[src/rtl/frame_writer_if.sv]
// Signal bundle between the frame writer, its pixel source, the render
// control logic and the SDRAM controller write port.
interface frame_writer_if;
    // render control
    logic         frame_flip;
    logic         start;
    logic         clear;
    logic [7:0]   clear_color;
    // pixel stream (raster order)
    logic         pix_valid;
    logic [7:0]   pix_data;
    logic         pix_ready;
    // SDRAM controller write port
    logic [21:0]  sdram_addr;
    logic [127:0] sdram_wdata;
    logic         sdram_wr;
    logic         sdram_ac;
    logic         sdram_Wait;
    // status
    logic         busy;
    logic         done;

    // The frame writer itself
    modport master (
        input  frame_flip, start, clear, clear_color,
        input  pix_valid, pix_data,
        output pix_ready,
        output sdram_addr, sdram_wdata, sdram_wr,
        input  sdram_ac, sdram_Wait,
        output busy, done
    );

    // Everything around it: render logic, pixel source, SDRAM controller
    modport slave (
        output frame_flip, start, clear, clear_color,
        output pix_valid, pix_data,
        input  pix_ready,
        input  sdram_addr, sdram_wdata, sdram_wr,
        output sdram_ac, sdram_Wait,
        input  busy, done
    );
endinterface

[src/rtl/frame_writer.sv]
// Packs a raster-order stream of 8-bit palette indices into 128-bit words
// and writes them into the SDRAM back buffer (the one not on display), or
// fills the whole back buffer with one palette index in clear mode.
module frame_writer #(
    parameter logic [21:0] ADDR1          = 22'h100000,
    parameter logic [21:0] ADDR2          = 22'h200000,
    parameter int          WORDS_PER_LINE = 40,
    parameter int          LINES          = 480
) (
    input  logic           clock,
    input  logic           reset,
    frame_writer_if.master bus
);

    localparam int N     = WORDS_PER_LINE * LINES;
    localparam int IDX_W = (N > 1) ? $clog2(N) : 1;
    localparam logic [IDX_W-1:0] LAST_IDX = IDX_W'(N - 1);

    typedef enum logic [2:0] {
        S_IDLE,
        S_FILL,
        S_WRITE,
        S_CLEAR_WR,
        S_DONE
    } state_t;

    state_t             state_q, state_d;
    logic [IDX_W-1:0]   word_idx_q, word_idx_d;
    logic [3:0]         pix_cnt_q, pix_cnt_d;
    logic [127:0]       pack_q, pack_d;
    logic [21:0]        base_q, base_d;

    logic [127:0]       clear_word;
    logic [15:0]        lane_sel;
    logic               pix_take;
    logic               wr_req;
    logic               wr_accept;
    logic               launch;
    logic               last_word;

    // Clear fill pattern and per-lane write select for the packer
    for (genvar gi = 0; gi < 16; gi++) begin : g_lane
        assign clear_word[gi*8 +: 8] = bus.clear_color;
        assign lane_sel[gi]          = (pix_cnt_q == 4'(gi));
    end

    // Handshake qualifiers; the request is withheld while the controller is busy
    always_comb begin
        pix_take  = (state_q == S_FILL) && bus.pix_valid;
        wr_req    = ((state_q == S_WRITE) || (state_q == S_CLEAR_WR)) && !bus.sdram_Wait;
        wr_accept = wr_req && bus.sdram_ac;
        launch    = ((state_q == S_IDLE) || (state_q == S_DONE)) && (bus.start || bus.clear);
        last_word = (word_idx_q == LAST_IDX);
    end

    // State register and datapath registers
    always_ff @(posedge clock) begin
        if (reset) begin
            state_q    <= S_IDLE;
            word_idx_q <= '0;
            pix_cnt_q  <= '0;
            pack_q     <= '0;
            base_q     <= '0;
        end else begin
            state_q    <= state_d;
            word_idx_q <= word_idx_d;
            pix_cnt_q  <= pix_cnt_d;
            pack_q     <= pack_d;
            base_q     <= base_d;
        end
    end

    // Next-state logic; the buffer base is latched once per operation so
    // later frame_flip changes cannot steer writes into the displayed buffer
    always_comb begin
        state_d    = state_q;
        word_idx_d = word_idx_q;
        pix_cnt_d  = pix_cnt_q;
        pack_d     = pack_q;
        base_d     = base_q;

        case (state_q)
            S_IDLE, S_DONE: begin
                if (launch) begin
                    word_idx_d = '0;
                    pix_cnt_d  = '0;
                    base_d     = bus.frame_flip ? ADDR2 : ADDR1;
                    if (bus.clear) begin
                        // clear takes priority over a simultaneous start
                        pack_d  = clear_word;
                        state_d = S_CLEAR_WR;
                    end else begin
                        state_d = S_FILL;
                    end
                end
            end
            S_FILL: begin
                if (pix_take) begin
                    for (int i = 0; i < 16; i++) begin
                        if (lane_sel[i]) begin
                            pack_d[i*8 +: 8] = bus.pix_data;
                        end
                    end
                    // 4-bit counter wraps to 0 after lane 15
                    pix_cnt_d = pix_cnt_q + 4'd1;
                    if (pix_cnt_q == 4'd15) begin
                        state_d = S_WRITE;
                    end
                end
            end
            S_WRITE: begin
                if (wr_accept) begin
                    if (last_word) begin
                        state_d = S_DONE;
                    end else begin
                        word_idx_d = word_idx_q + IDX_W'(1);
                        state_d    = S_FILL;
                    end
                end
            end
            S_CLEAR_WR: begin
                // pack register already holds the fill pattern; stream it out
                if (wr_accept) begin
                    if (last_word) begin
                        state_d = S_DONE;
                    end else begin
                        word_idx_d = word_idx_q + IDX_W'(1);
                    end
                end
            end
            default: begin
                state_d = S_IDLE;
            end
        endcase
    end

    // Outputs: address and data come straight from registers, so they stay
    // stable for as long as a word waits for acceptance
    always_comb begin
        bus.pix_ready   = (state_q == S_FILL);
        bus.sdram_wr    = wr_req;
        bus.sdram_addr  = base_q + 22'(word_idx_q);
        bus.sdram_wdata = pack_q;
        bus.busy        = (state_q != S_IDLE) && (state_q != S_DONE);
        bus.done        = (state_q == S_DONE);
    end

endmodule

[src/flat_wrapper.sv]
// flat-port wrapper written by rule: the top's interface ports become plain ports
module frame_writer_flat 
#(
    parameter logic [21:0] ADDR1          = 22'h100000,
    parameter logic [21:0] ADDR2          = 22'h200000,
    parameter int          WORDS_PER_LINE = 40,
    parameter int          LINES          = 480
)
  (clock, reset, bus_frame_flip, bus_start, bus_clear, bus_clear_color, bus_pix_valid, bus_pix_data, bus_pix_ready, bus_sdram_addr, bus_sdram_wdata, bus_sdram_wr, bus_sdram_ac, bus_sdram_Wait, bus_busy, bus_done);
  frame_writer_if bus_i ();
  input  logic clock;
  input  logic reset;
  input wire logic [$bits(bus_i.frame_flip)-1:0] bus_frame_flip;
  input wire logic [$bits(bus_i.start)-1:0] bus_start;
  input wire logic [$bits(bus_i.clear)-1:0] bus_clear;
  input wire logic [$bits(bus_i.clear_color)-1:0] bus_clear_color;
  input wire logic [$bits(bus_i.pix_valid)-1:0] bus_pix_valid;
  input wire logic [$bits(bus_i.pix_data)-1:0] bus_pix_data;
  output wire logic [$bits(bus_i.pix_ready)-1:0] bus_pix_ready;
  output wire logic [$bits(bus_i.sdram_addr)-1:0] bus_sdram_addr;
  output wire logic [$bits(bus_i.sdram_wdata)-1:0] bus_sdram_wdata;
  output wire logic [$bits(bus_i.sdram_wr)-1:0] bus_sdram_wr;
  input wire logic [$bits(bus_i.sdram_ac)-1:0] bus_sdram_ac;
  input wire logic [$bits(bus_i.sdram_Wait)-1:0] bus_sdram_Wait;
  output wire logic [$bits(bus_i.busy)-1:0] bus_busy;
  output wire logic [$bits(bus_i.done)-1:0] bus_done;
  assign bus_i.frame_flip = bus_frame_flip;
  assign bus_i.start = bus_start;
  assign bus_i.clear = bus_clear;
  assign bus_i.clear_color = bus_clear_color;
  assign bus_i.pix_valid = bus_pix_valid;
  assign bus_i.pix_data = bus_pix_data;
  assign bus_pix_ready = bus_i.pix_ready;
  assign bus_sdram_addr = bus_i.sdram_addr;
  assign bus_sdram_wdata = bus_i.sdram_wdata;
  assign bus_sdram_wr = bus_i.sdram_wr;
  assign bus_i.sdram_ac = bus_sdram_ac;
  assign bus_i.sdram_Wait = bus_sdram_Wait;
  assign bus_busy = bus_i.busy;
  assign bus_done = bus_i.done;
  frame_writer #(.ADDR1(ADDR1), .ADDR2(ADDR2), .WORDS_PER_LINE(WORDS_PER_LINE), .LINES(LINES)) u_core (.clock(clock), .reset(reset), .bus(bus_i));
endmodule
[config.mk]
export PLATFORM = sky130hd
export DESIGN_NAME = frame_writer_flat
export DESIGN_NICKNAME = d
export VERILOG_FILES = /design/src/rtl/frame_writer_if.sv /design/src/rtl/frame_writer.sv /design/src/flat_wrapper.sv
export SDC_FILE = /design/constraint.sdc
export NUM_CORES = 1
export LEC_CHECK = 0
export CAP_MARGIN = 10
export CORE_AREA = 10 10 128 159
export CTS_CLUSTER_SIZE = 28
export DETAILED_ROUTE_END_ITERATION = 16
export DIE_AREA = 0 0 138 169
export SYNTH_ARGS = -nofsm -noshare
export SYNTH_HDL_FRONTEND = slang
export SYNTH_SLANG_ARGS = --single-unit
[constraint.sdc]
create_clock -name clock -period 2.65 [get_ports clock]
set_clock_uncertainty 0.1 [all_clocks]
set_input_delay 0.53 -clock clock [delete_from_list [all_inputs] [get_ports clock]]
set_output_delay 0.53 -clock clock [all_outputs]
set_load 0.05 [all_outputs]
==> metrics.yaml, run 1 <==
grt_max_degree: 105
hold_violations: 0
ys_types: 54
die_height_um: 169
min-delay-path-class: "reg -> reg"
cp.required_ns: 2.02
r2r_end: "u_core.state_q[0]$_SDFFE_PP0P_"
worst_slew_pin_slew_ns: 0.576
reg2reg_from: "u_core.word_idx_q[0]$_SDFFE_PP0P_"
antenna_cells: 0
io_buffers: 172
cts_tree: "done"
rsz0062_at_grt: "false"
route.detailed.drc: 0
insertion_delay_ns: 0.41
hp-start: "u_core.base_q[21]$_SDFFE_PP0P_"
yosys_warnings: 0
timing_worst_setup_path_type: "reg -> out"
grt_use_total_pct: 16.2
cts_buffer_depth: 2
synth_area_leaders: "dfxtp_1 51%, a211oi_1 15%, nor2_1 9.9%"
grt_pass1_wl_um: 30700
min_period_over_period_pct: 93.8
ios: 178
clockRootBuffer: "clkbuf_16"
drtIter0Drc: 303
hold_end: "u_core.base_q[21]$_SDFFE_PP0P_"
final_cell_mix: "167 x clkdlybuf4s50_1, 156 x nor2_1, 152 x dfxtp_1"
crit_path_start_kind: "flop"
final_common_cell: "clkdlybuf4s50_1"
synth_edf_count: 0
netlist.area_leader.share_pct: 51.3
vias: 5284
yosys.area.top_type: "dfxtp_1"
avgSynthCellArea_um2: 9.02
nNetsFinal: 860
core_um2: 17300
r2r_cells: 6
syn_area_um2: 5930
crit_arrival_ns: 1.86
nFillCells: 1633
drt_wl_total_um: 19100
pwr_density_cell_nw_per_um2: 1560
dieArea_um2: 23300
area_growth_pct: 45.0
start_util_pct: 34.3
maxCapViolCount: 0
status: "finished, final reports clean"
htreeDepth: 4
worst_setup_path_end_kind: "output pin"
stdcell_count: 1067
drive_gt1_share_pct: 10.6
drv_slew: 0
wl_per_cell_um: 17.9
synth_cells: 657
peakVddDrop_v: 0.000879
min_period_ns: 2.49
grt_pass1_vias: 5352
fmax_mhz: 402
fin_tns_setup_ns: 0
firstDrtPassIters: 4
place_hpwl_um: 13900
cts.reportedPaths.clkPinSlew_ns: 0.06
seqCellArea_um2: 3040
die_x_um: 138
synth_ff_type: "dfxtp_1"
seq_area_frac_synth_pct: 51.3
postCtsHoldBufs: 0
async_reset_ff_share_pct: 0
antenna_left: 0
gp_congestion: 0.919
cp_max_fo: 11
ff2ff_setup_slack_ns: 0.34
via_per_inst: 4.95
timing.max_slew.rel_slack_pct: 61.5
dpl.cell_count: 1036
setup_viol: 0
grt_antenna_before_repair: 0
cts_buffers: 17
synth-seq-cells: 152
multi_input_area_um2: 2630
grt_overflow: 0
hold_depth: 2
rows: 54
leakage_nw: 3.07
cts_sinks: 152
-- state kept, by name (all words and copies together) (netlist names) --
| name | count |
|---|---|
| u_core.bus.sdram_wdata | 128 |
| u_core.word_idx_q | 15 |
| u_core.pix_cnt_q | 4 |
| u_core.state_q | 3 |
| u_core.base_q | 2 |
-- worst max-delay path, cell delays in order (launching register included) --
cell           delay, ns
dfxtp_1             0.54
nor2_1              0.17
inv_1               0.17
dlygate4sd2_1       0.57
-- cell type report --
class | count | share of cell area (%)
clock inverters | 10 | 1.40
clock buffers | 21 | 5.36
repair buffers | 206 | 23.6
inverters | 6 | 0.291
multi-input cells | 448 | 30.7
flip-flops and latches | 152 | 35.4
well taps | 224 | 3.26
-- worst max-delay path by stage --
stage / start / to / slack [ns] / cells past startpoint
2_1_floorplan: u_core.word_idx_q[0]$_SDFFE_PP0P_ / u_core.word_idx_q[13]$_SDFFE_PP0P_ / 0.16 / 7
4_1_cts: u_core.state_q[1]$_SDFFE_PP0P_ / bus_busy / 0.13 / 3
3_5_place_dp: bus_pix_valid / u_core.bus.sdram_wdata[109]$_SDFFE_PP0P_ / 0.14 / 7
6_report: u_core.state_q[1]$_SDFFE_PP0P_ / bus_busy / 0.16 / 3
5_1_grt: u_core.state_q[1]$_SDFFE_PP0P_ / bus_busy / 0.07 / 3
3_3_place_gp: bus_pix_valid / u_core.bus.sdram_wdata[111]$_SDFFE_PP0P_ / 0.19 / 7
-- where the power goes --
part	switching [mW]	internal [mW]
combinational	5.04	2.42
sequential	0.472	3.11
clock	0.918	1.43
total	6.43	6.96
-- cells by family after synthesis --
family,synth area share [%]
and+or+nand+nor,18.7
AOI/OAI and AO/OA,20.8
DFF,51.3
buffers and inverters,4.98
muxes,1.71
xor gates and xnor gates,1.33
adders and majority gates,1.06
other,0.0633
-- through the flow --
step                power [mW]  setup slack (ns)  util (%)  hold WS (ns)  cell area (µm²)
detailed placement        11.1             0.144      46.3         0.350             8010
floorplan                 8.48             0.155         -         0.391             5940
global route              14.2            0.0736      49.7         0.383             8590
CTS                       13.5             0.132      49.7         0.358             8590
global placement          11.0             0.188      46.3         0.346             8010
finish                    13.4             0.164      49.7         0.359             8590
-- cells in the mapped netlist, types with 3 or more instances --
| master | instances |
|---|---|
| a211oi_1 | 120 |
| a21oi_1 | 36 |
| buf_2 | 24 |
| buf_4 | 5 |
| clkbuf_1 | 24 |
| dfxtp_1 | 152 |
| ha_1 | 5 |
| inv_1 | 5 |
| mux2i_1 | 9 |
| nand2_1 | 21 |
| nand2b_1 | 4 |
| nand3_1 | 12 |
| nand4_1 | 7 |
| nand4bb_1 | 3 |
| nor2_1 | 156 |
| nor2b_1 | 6 |
| nor3_1 | 6 |
| or2_1 | 4 |
| or2_2 | 5 |
| or3_1 | 3 |
| xor2_1 | 8 |
-- routing by layer --
layer | track usage [%] | vias up | part of all wire [%]
li1 | - | 2669 | -
met1 | 18.1 | 2461 | 42
met2 | 27.4 | 141 | 49
met3 | 7.47 | 13 | 8.6
met4 | 4.27 | 0 | 0.90
met5 | 0 | - | 0
-- repair_timing --
| action | 4_1_cts | 5_1_grt |
|---|---|---|
| endpoints found under the setup margin | 2 | 0 |
| setup buffers | 0 | 0 |
| hold endpoints to repair | 0 | 0 |
| resized for setup | 2 | 0 |
Power figures use the tool's default switching activity.
==> run 2, diff against run 1 <==
Settings changed: GPL_ROUTABILITY_DRIVEN set to 1.
==> results of run 2 <==
Same layout as run 1: the final DEF is identical, and so are final timing and power.
